### src/rtl/nbit_pow_seq.sv
// nbit_pow_seq: sequential ain**bin by right-to-left square-and-multiply, one exponent bit per clock; `POW_SATURATE_EN clamps out on overflow
module nbit_pow_seq #(
  parameter int WIDTH     = 6,
  parameter int EXP_WIDTH = 6
) (
  input  logic                 clk,
  input  logic                 rst_n,
  input  logic                 start,
  input  logic [WIDTH-1:0]     ain,
  input  logic [EXP_WIDTH-1:0] bin,
  output logic                 busy,
  output logic                 done,
  output logic [WIDTH-1:0]     out,
  output logic                 overflow
);
  typedef enum logic [1:0] {IDLE, RUN, DONE} state_t;
  state_t               state, state_n;
  logic [WIDTH-1:0]     res, res_n, base, base_n, out_n;
  logic [EXP_WIDTH-1:0] exp, exp_n;
  logic                 base_ovf, base_ovf_n, acc_ovf, acc_ovf_n, ovf_n;
  logic [2*WIDTH-1:0]   p, q;
  assign p    = {{WIDTH{1'b0}}, res} * {{WIDTH{1'b0}}, base};
  assign q    = {{WIDTH{1'b0}}, base} * {{WIDTH{1'b0}}, base};
  assign busy = state == RUN;
  assign done = state == DONE;
  // next state: one exponent bit per RUN cycle; result latched into out when the last set bit is consumed
  always_comb begin
    state_n    = state;
    res_n      = res;
    base_n     = base;
    exp_n      = exp;
    base_ovf_n = base_ovf;
    acc_ovf_n  = acc_ovf;
    out_n      = out;
    ovf_n      = overflow;
    if (state == RUN) begin
      res_n      = exp[0] ? p[WIDTH-1:0] : res;
      acc_ovf_n  = acc_ovf | (exp[0] & (base_ovf | (|p[2*WIDTH-1:WIDTH])));
      base_n     = q[WIDTH-1:0];
      base_ovf_n = base_ovf | (|q[2*WIDTH-1:WIDTH]);
      exp_n      = exp >> 1;
      if (exp_n == '0) begin
        state_n = DONE;
`ifdef POW_SATURATE_EN
        out_n   = acc_ovf_n ? {WIDTH{1'b1}} : res_n;
`else
        out_n   = res_n;
`endif
        ovf_n   = acc_ovf_n;
      end
    end else if (start) begin
      state_n    = RUN;
      res_n      = {{(WIDTH-1){1'b0}}, 1'b1};
      base_n     = ain;
      exp_n      = bin;
      base_ovf_n = 1'b0;
      acc_ovf_n  = 1'b0;
    end else begin
      state_n = IDLE;
    end
  end
  // state and datapath registers, cleared asynchronously
  always_ff @(posedge clk or negedge rst_n) begin
    if (!rst_n) begin
      state    <= IDLE;
      res      <= {{(WIDTH-1){1'b0}}, 1'b1};
      base     <= '0;
      exp      <= '0;
      base_ovf <= 1'b0;
      acc_ovf  <= 1'b0;
      out      <= '0;
      overflow <= 1'b0;
    end else begin
      state    <= state_n;
      res      <= res_n;
      base     <= base_n;
      exp      <= exp_n;
      base_ovf <= base_ovf_n;
      acc_ovf  <= acc_ovf_n;
      out      <= out_n;
      overflow <= ovf_n;
    end
  end
endmodule

### config.mk
export PLATFORM = sky130hd
export DESIGN_NAME = nbit_pow_seq
export DESIGN_NICKNAME = d
export VERILOG_FILES = /design/src/rtl/nbit_pow_seq.sv
export SDC_FILE = /design/constraint.sdc
export NUM_CORES = 1
export LEC_CHECK = 0
export ABC_AREA = 1
export BUFFER_PORTS_ARGS = -buffer_cell sky130_fd_sc_hd__buf_2
export CORE_MARGIN = 2
export CORE_UTILIZATION = 55
export CTS_CLUSTER_SIZE = 10
export DETAILED_ROUTE_END_ITERATION = 8
export PLACE_DENSITY = 0.72
export SETUP_SLACK_MARGIN = 0.3
export SYNTH_ARGS = -nofsm -noshare
export SYNTH_HDL_FRONTEND = slang
export SYNTH_SLANG_ARGS = --single-unit
### constraint.sdc
create_clock -name clk -period 4.04 [get_ports clk]
set_input_delay 0.808 -clock clk [delete_from_list [all_inputs] [get_ports clk]]
set_output_delay 0.808 -clock clk [all_outputs]
set_load 0.05 [all_outputs]
==> results of run 1 <==
==> cells by family (layout without fill, tap and decap cells) <==
logic type | after synthesis | after routing | share of synthesized area, %
flip-flops | 29 | 29 | 22.7
AO/OA/AOI/OAI | 49 | 49 | 9.18
XOR/XNOR | 5 | 5 | 1.37
buffers and inverters | 124 | 162 | 15.0
AND/OR/NAND/NOR | 178 | 178 | 21.9
adder cells (fa/ha/maj) | 61 | 61 | 29.9
==> power groups by stage <==
| stage | clock network [mW] | registers, mW | logic (mW) |
|---|---|---|---|
| 2_1_floorplan | 0 | 0.574 | 1.14 |
| 3_3_place_gp | 0 | 0.586 | 1.42 |
| 3_5_place_dp | 0 | 0.589 | 1.45 |
| 4_1_cts | 0.245 | 0.586 | 1.46 |
| 5_1_grt | 0.257 | 0.579 | 1.88 |
| 6_report | 0.244 | 0.564 | 1.64 |
==> worst paths after layout <==
| path | startpoint | endpoint | slack (ps) |
|---|---|---|---|
| max | base[2] | base_ovf | 500 |
| min | base_ovf | base_ovf | 480 |
| max reg2reg | base[2] | base_ovf | 500 |
| min reg2reg | base_ovf | base_ovf | 480 |
| max in group asynchronous | rst_n | res[3] | 3020 |
| min in group asynchronous | rst_n | exp[2] | 550 |
==> flip-flops by register name, indices dropped and copies added, names as in the netlist <==
| signal | flops |
|---|---|
| exp | 6 |
| acc_ovf | 1 |
| base_ovf | 1 |
| base | 6 |
| out | 6 |
| res | 6 |
| state | 2 |
| overflow | 1 |
==> layer usage <==
layer	GRT usage, %	vias up	wire (µm)	part of all wire, %
met4	4.41	0	62	0.88
met2	40.9	68	3430	49
met5	0	-	0	0
li1	-	1414	-	-
met1	32.1	1301	3230	46
met3	3.48	8	304	4.3
==> worst max-delay path, delay by kind of cell, from the launching register on <==
family | cells | cell delay [ps]
flops | 1 | 470
fa+ha+maj | 4 | 1800
buf+inv | 5 | 410
compound gates | 2 | 310
simple gates | 7 | 430
==> area by class of cell <==
class / count / area (µm²) / share of cell area (%)
Clock buffer: 7 / 86.3 / 2.38
Multi-Input combinational cell: 293 / 2040 / 56.1
Tap cell: 72 / 90.1 / 2.48
Timing Repair Buffer: 44 / 263 / 7.24
Sequential cell: 29 / 739 / 20.4
Inverter: 111 / 417 / 11.5
==> cells in the final DEF (no fill, tap or decap), drive strengths merged <==
master	n
a21oi	8
a22o	1
a22oi	2
a31oi	2
buf	41
clkbuf	10
clkinv	1
dfrtp	28
dfstp	1
fa	26
ha	35
inv	110
nand2	143
nand3	15
nand4	2
nor2	16
nor3	2
o211ai	6
o21ai	24
o21bai	1
o221ai	1
o22ai	4
xnor2	1
xor2	4
==> repair_timing <==
action / in CTS / in global routing
buffers inserted: 0 / 19
gates resized for setup: 0 / 20
setup endpoints to repair: 0 / 3
hold buffers: 0 / 0
==> flow_summary.json, run 1 <==
{
  "grt_max_degree": 30,
  "finalPower_mw": 2.45,
  "path_clk_slew_ps": 60,
  "fin_skew_ps": 7.36,
  "post_dp_cell_area_um2": 3360,
  "yosysWarnings": 0,
  "dr.first_iter.drc_count": 126,
  "clock_latency_ps": 280,
  "crit_path_cell_trace": "buf_4 > fa_1 > inv_1 > fa_1 > inv_1 > fa_1 > ha_1 > nand2_1 > o21ai_2 > inv_2 > o21ai_2 > inv_1 > nand2_1 > nand3_1 > nor2_1 > nand2_1 > nand2_1 > nand2_1",
  "setup_slack_ps": 498,
  "clk_path_buf_depth": 2,
  "root_buffer": "clkbuf_8",
  "initial_utilization_pct": 57.5,
  "ys_types": 30,
  "n_antenna_cell": 0,
  "rows": 27,
  "firstDrtPassIters": 4,
  "synth_edf_count": 0,
  "fill_cells": 493,
  "nets": 560,
  "ys_seq_area_share_pct": 22.7,
  "die_h_um": 80.3,
  "rr_worst_depth": 18,
  "status": "completed",
  "syn2layout_area_growth_pct": 13.3,
  "slew_headroom_pct": 56.5,
  "setup_violations": 0,
  "cts_num_sinks": 29,
  "fin_crit_ps": 3540,
  "wl_mm": 7.03,
  "ios": 24,
  "portBuffers": 23,
  "power_frac_comb_pct": 67.0,
  "holdWs_ps": 485,
  "yosysMostFrequentCell": "nand2_1",
  "crit_path_end_kind": "flip-flop",
  "htree_levels": 2,
  "via_per_inst": 5.02,
  "netlist_area_um2": 3200,
  "dieWidth_um": 80.3,
  "fin_util_pct": 65.1,
  "grt.total_usage_pct": 23.8,
  "hold_class": "flip-flop to flip-flop",
  "switching_share_pct": 52.9,
  "synth_fp_nets": 522,
  "powerDensity_nw_per_um2": 674,
  "worst_path_most_repeated_cell": "nand2_1",
  "hold_viol_final": 0,
  "min_delay_path_depth": 2,
  "fmax_mhz": 282,
  "drc": 0,
  "vdd_ir_drop_max_mv": 0.534,
  "clkPwrFrac_pct": 10.0,
  "gp_congestion": 0.842,
  "rsz0062_at_grt": "true",
  "hpwl_mm": 5.38,
  "dp_slack_ps": 325,
  "first_global_vias": 2719,
  "antenna_found_initial": 0,
  "p_leak_nw": 2.14,
  "ant_nets": 0,
  "period_share_pct": 87.7,
  "p_switching_mw": 1.29,
  "critPathMaxFanout": 7,
  "synth_top_area_share_pct": 21.9,
  "setup_tns_ps": 0,
  "synthTopCellsByArea": "dfrtp_1 22%, nand2_1 17%, fa_1 16%",
  "cp_slowest_cell": "fa_1",
  "die_area_um2": 6450,
  "yosys-top-cells-count": "143 x nand2_1, 98 x inv_1, 35 x ha_1",
  "sequentialPowerShare_pct": 23.1,
  "synth_cells": 446,
  "maxCapViolations": 0,
  "synth_area_leader_cell": "dfrtp_1",
  "grt_overflow_total": 0,
  "stdcell_area_um2": 3630,
  "crit_required_ps": 4220,
  "drv_slew": 0,
  "synth_flop_cell": "dfrtp_1",
  "num_vias": 2791,
  "p_int_mw": 1.15,
  "critPathArrivalTime_ps": 3720,
  "wl_per_cell_um": 12.6,
  "worst_pin_slew_ps": 652,
  "syn_area_per_cell_um2": 7.18,
  "cts_buffers": 5,
  "fin_cells": 556,
  "grt_pass1_wl_mm": 12.0,
  "core_area_um2": 5570,
  "worst_path_largest_cell_delay_ps": 580,
  "start_kind": "flip-flop",
  "final_layout_size_suffix_gt1_share_pct": 18.0,
  "synth-async-reset-ratio_pct": 100,
  "cts_tree": "done",
  "path_class": "flip-flop to flip-flop",
  "yosys_register_bits": 29,
  "place_inst": 530
}
(Power assumes the default switching activity.)
==> run 2: changes to the inputs <==
- ABC_AREA: 1 -> not set
==> flow_summary.json, run 2 <==
{
  "status": "completed",
  "clk_path_buf_depth": 2,
  "ys_types": 44,
  "cts_num_sinks": 29,
  "synth-async-reset-ratio_pct": 100,
  "cts_buffers": 5,
  "root_buffer": "clkbuf_8",
  "stdcell_area_um2": 3690,
  "powerDensity_nw_per_um2": 675,
  "hpwl_mm": 4.95,
  "antenna_found_initial": 0,
  "initial_utilization_pct": 56.4,
  "dieWidth_um": 78.7,
  "fin_util_pct": 67.8,
  "yosysWarnings": 0,
  "final_layout_size_suffix_gt1_share_pct": 24.9,
  "crit_path_end_kind": "flip-flop",
  "num_vias": 2469,
  "fin_cells": 457,
  "fill_cells": 415,
  "grt.total_usage_pct": 24.6,
  "place_inst": 427,
  "synth_cells": 340,
  "cts_tree": "done",
  "nets": 460,
  "dp_slack_ps": 129,
  "portBuffers": 23,
  "firstDrtPassIters": 4,
  "critPathArrivalTime_ps": 3920,
  "syn2layout_area_growth_pct": 20.2,
  "synth_flop_cell": "dfrtp_1",
  "path_class": "flip-flop to flip-flop",
  "yosys_register_bits": 29,
  "ant_nets": 0,
  "holdWs_ps": 485,
  "syn_area_per_cell_um2": 9.03,
  "drv_slew": 0,
  "yosys-top-cells-count": "46 x nand2_1, 43 x inv_1, 35 x ha_1",
  "fmax_mhz": 265,
  "synth_area_leader_cell": "dfrtp_1",
  "rr_worst_depth": 12,
  "p_int_mw": 1.31,
  "via_per_inst": 5.40,
  "die_area_um2": 6190,
  "p_switching_mw": 1.18,
  "grt_pass1_wl_mm": 12.1,
  "p_leak_nw": 1.86,
  "slew_headroom_pct": 56.7,
  "switching_share_pct": 47.3,
  "setup_tns_ps": 0,
  "netlist_area_um2": 3070,
  "fin_crit_ps": 3770,
  "gp_congestion": 0.846,
  "synth_fp_nets": 416,
  "setup_slack_ps": 268,
  "ys_seq_area_share_pct": 23.7,
  "clkPwrFrac_pct": 12.7,
  "grt_max_degree": 30,
  "period_share_pct": 93.4,
  "fin_skew_ps": 7.03,
  "final_cell_mix": "44 x nand2_1, 42 x inv_1, 29 x ha_1, 27 x buf_4, 24 x fa_1",
  "maxCapViolations": 0,
  "hold_viol_final": 0,
  "ios": 24,
  "yosysMostFrequentCell": "nand2_1",
  "n_antenna_cell": 0,
  "crit_required_ps": 4190,
  "ctsHoldBuffers": 0,
  "clock_latency_ps": 290,
  "first_global_vias": 2585,
  "die_h_um": 78.7,
  "dr.first_iter.drc_count": 108,
  "finalPower_mw": 2.49,
  "htree_levels": 2,
  "path_clk_slew_ps": 60,
  "core_area_um2": 5440,
  "synthTopCellsByArea": "dfrtp_1 23%, fa_1 17%, ha_1 14%",
  "drc": 0,
  "critPathMaxFanout": 5,
  "setup_violations": 0,
  "worst_pin_slew_ps": 649,
  "grt_overflow_total": 0,
  "min_delay_path_depth": 2,
  "wl_mm": 6.98,
  "rsz0062_at_grt": "true",
  "synth_edf_count": 0,
  "start_kind": "flip-flop",
  "vdd_ir_drop_max_mv": 0.550,
  "post_dp_cell_area_um2": 3270,
  "rows": 27,
  "sequentialPowerShare_pct": 22.3,
  "power_frac_comb_pct": 65.0,
  "synth_top_area_share_pct": 22.8,
  "wl_per_cell_um": 15.3,
  "hold_class": "flip-flop to flip-flop",
  "layout_commonest_cell": "nand2_1"
}
## run 2: area by class of cell
class,instances,area [µm²],share of cell area [%]
multi-input combinational,253,2240,60.7
sequential,29,738,20.0
timing repair buffer,52,343,9.29
inverter,43,161,4.37
tap,72,90.1,2.44
clock buffer,7,86.3,2.34
clock inverter,1,30.0,0.814
## run 2: worst paths after layout
| path | start | to | slack, ps |
|---|---|---|---|
| min in group asynchronous | rst_n | exp[1] | 540 |
| max in group asynchronous | rst_n | res[2] | 3030 |
| setup / recovery | res[0] | overflow | 270 |
| hold / removal | out[5] | out[5] | 480 |
| setup reg to reg | res[0] | overflow | 270 |
| hold reg to reg | out[5] | out[5] | 480 |
## run 2: cell families after synthesis
| kind of cell | synth area share (%) |
|---|---|
| flops | 23.7 |
| xor+xnor | 2.57 |
| compound gates | 13.1 |
| mux | 5.91 |
| buf+inv | 7.17 |
| fa+ha+maj | 31.2 |
| simple gates | 16.3 |
## run 2: layer usage
| metal | vias up | track usage, % | part of all wire, % |
|---|---|---|---|
| li1 | 1203 | - | - |
| met2 | 37 | 44.1 | 51 |
| met3 | 11 | 3.75 | 2.9 |
| met5 | - | 0 | 0 |
| met4 | 0 | 7.02 | 1.8 |
| met1 | 1218 | 30.7 | 44 |
## run 2: what timing repair did
item,CTS,global route
gates resized for setup,15,15
endpoints found under the setup margin,3,3
buffers inserted,15,7
pin swaps,4,17
## run 2: power groups by stage
stage	Combinational, mW	Clock [mW]	Sequential, mW
after detailed placement	1.29	0	0.584
after global routing	1.81	0.332	0.571
final	1.62	0.317	0.555
after global placement	1.25	0	0.581
after floorplan	0.956	0	0.589
after CTS	1.47	0.322	0.555
## run 2: worst max-delay path, cell delays in order, from the launching register on
cell       delay, ps
dfstp_2          570
nand2_2           60
fa_1             550
fa_2             450
fa_1             540
inv_2             60
ha_4             290
a211oi_4          70
nor3b_2          290
o2111ai_1        150
a211o_2          350
nor3_4           180
o31ai_2           80
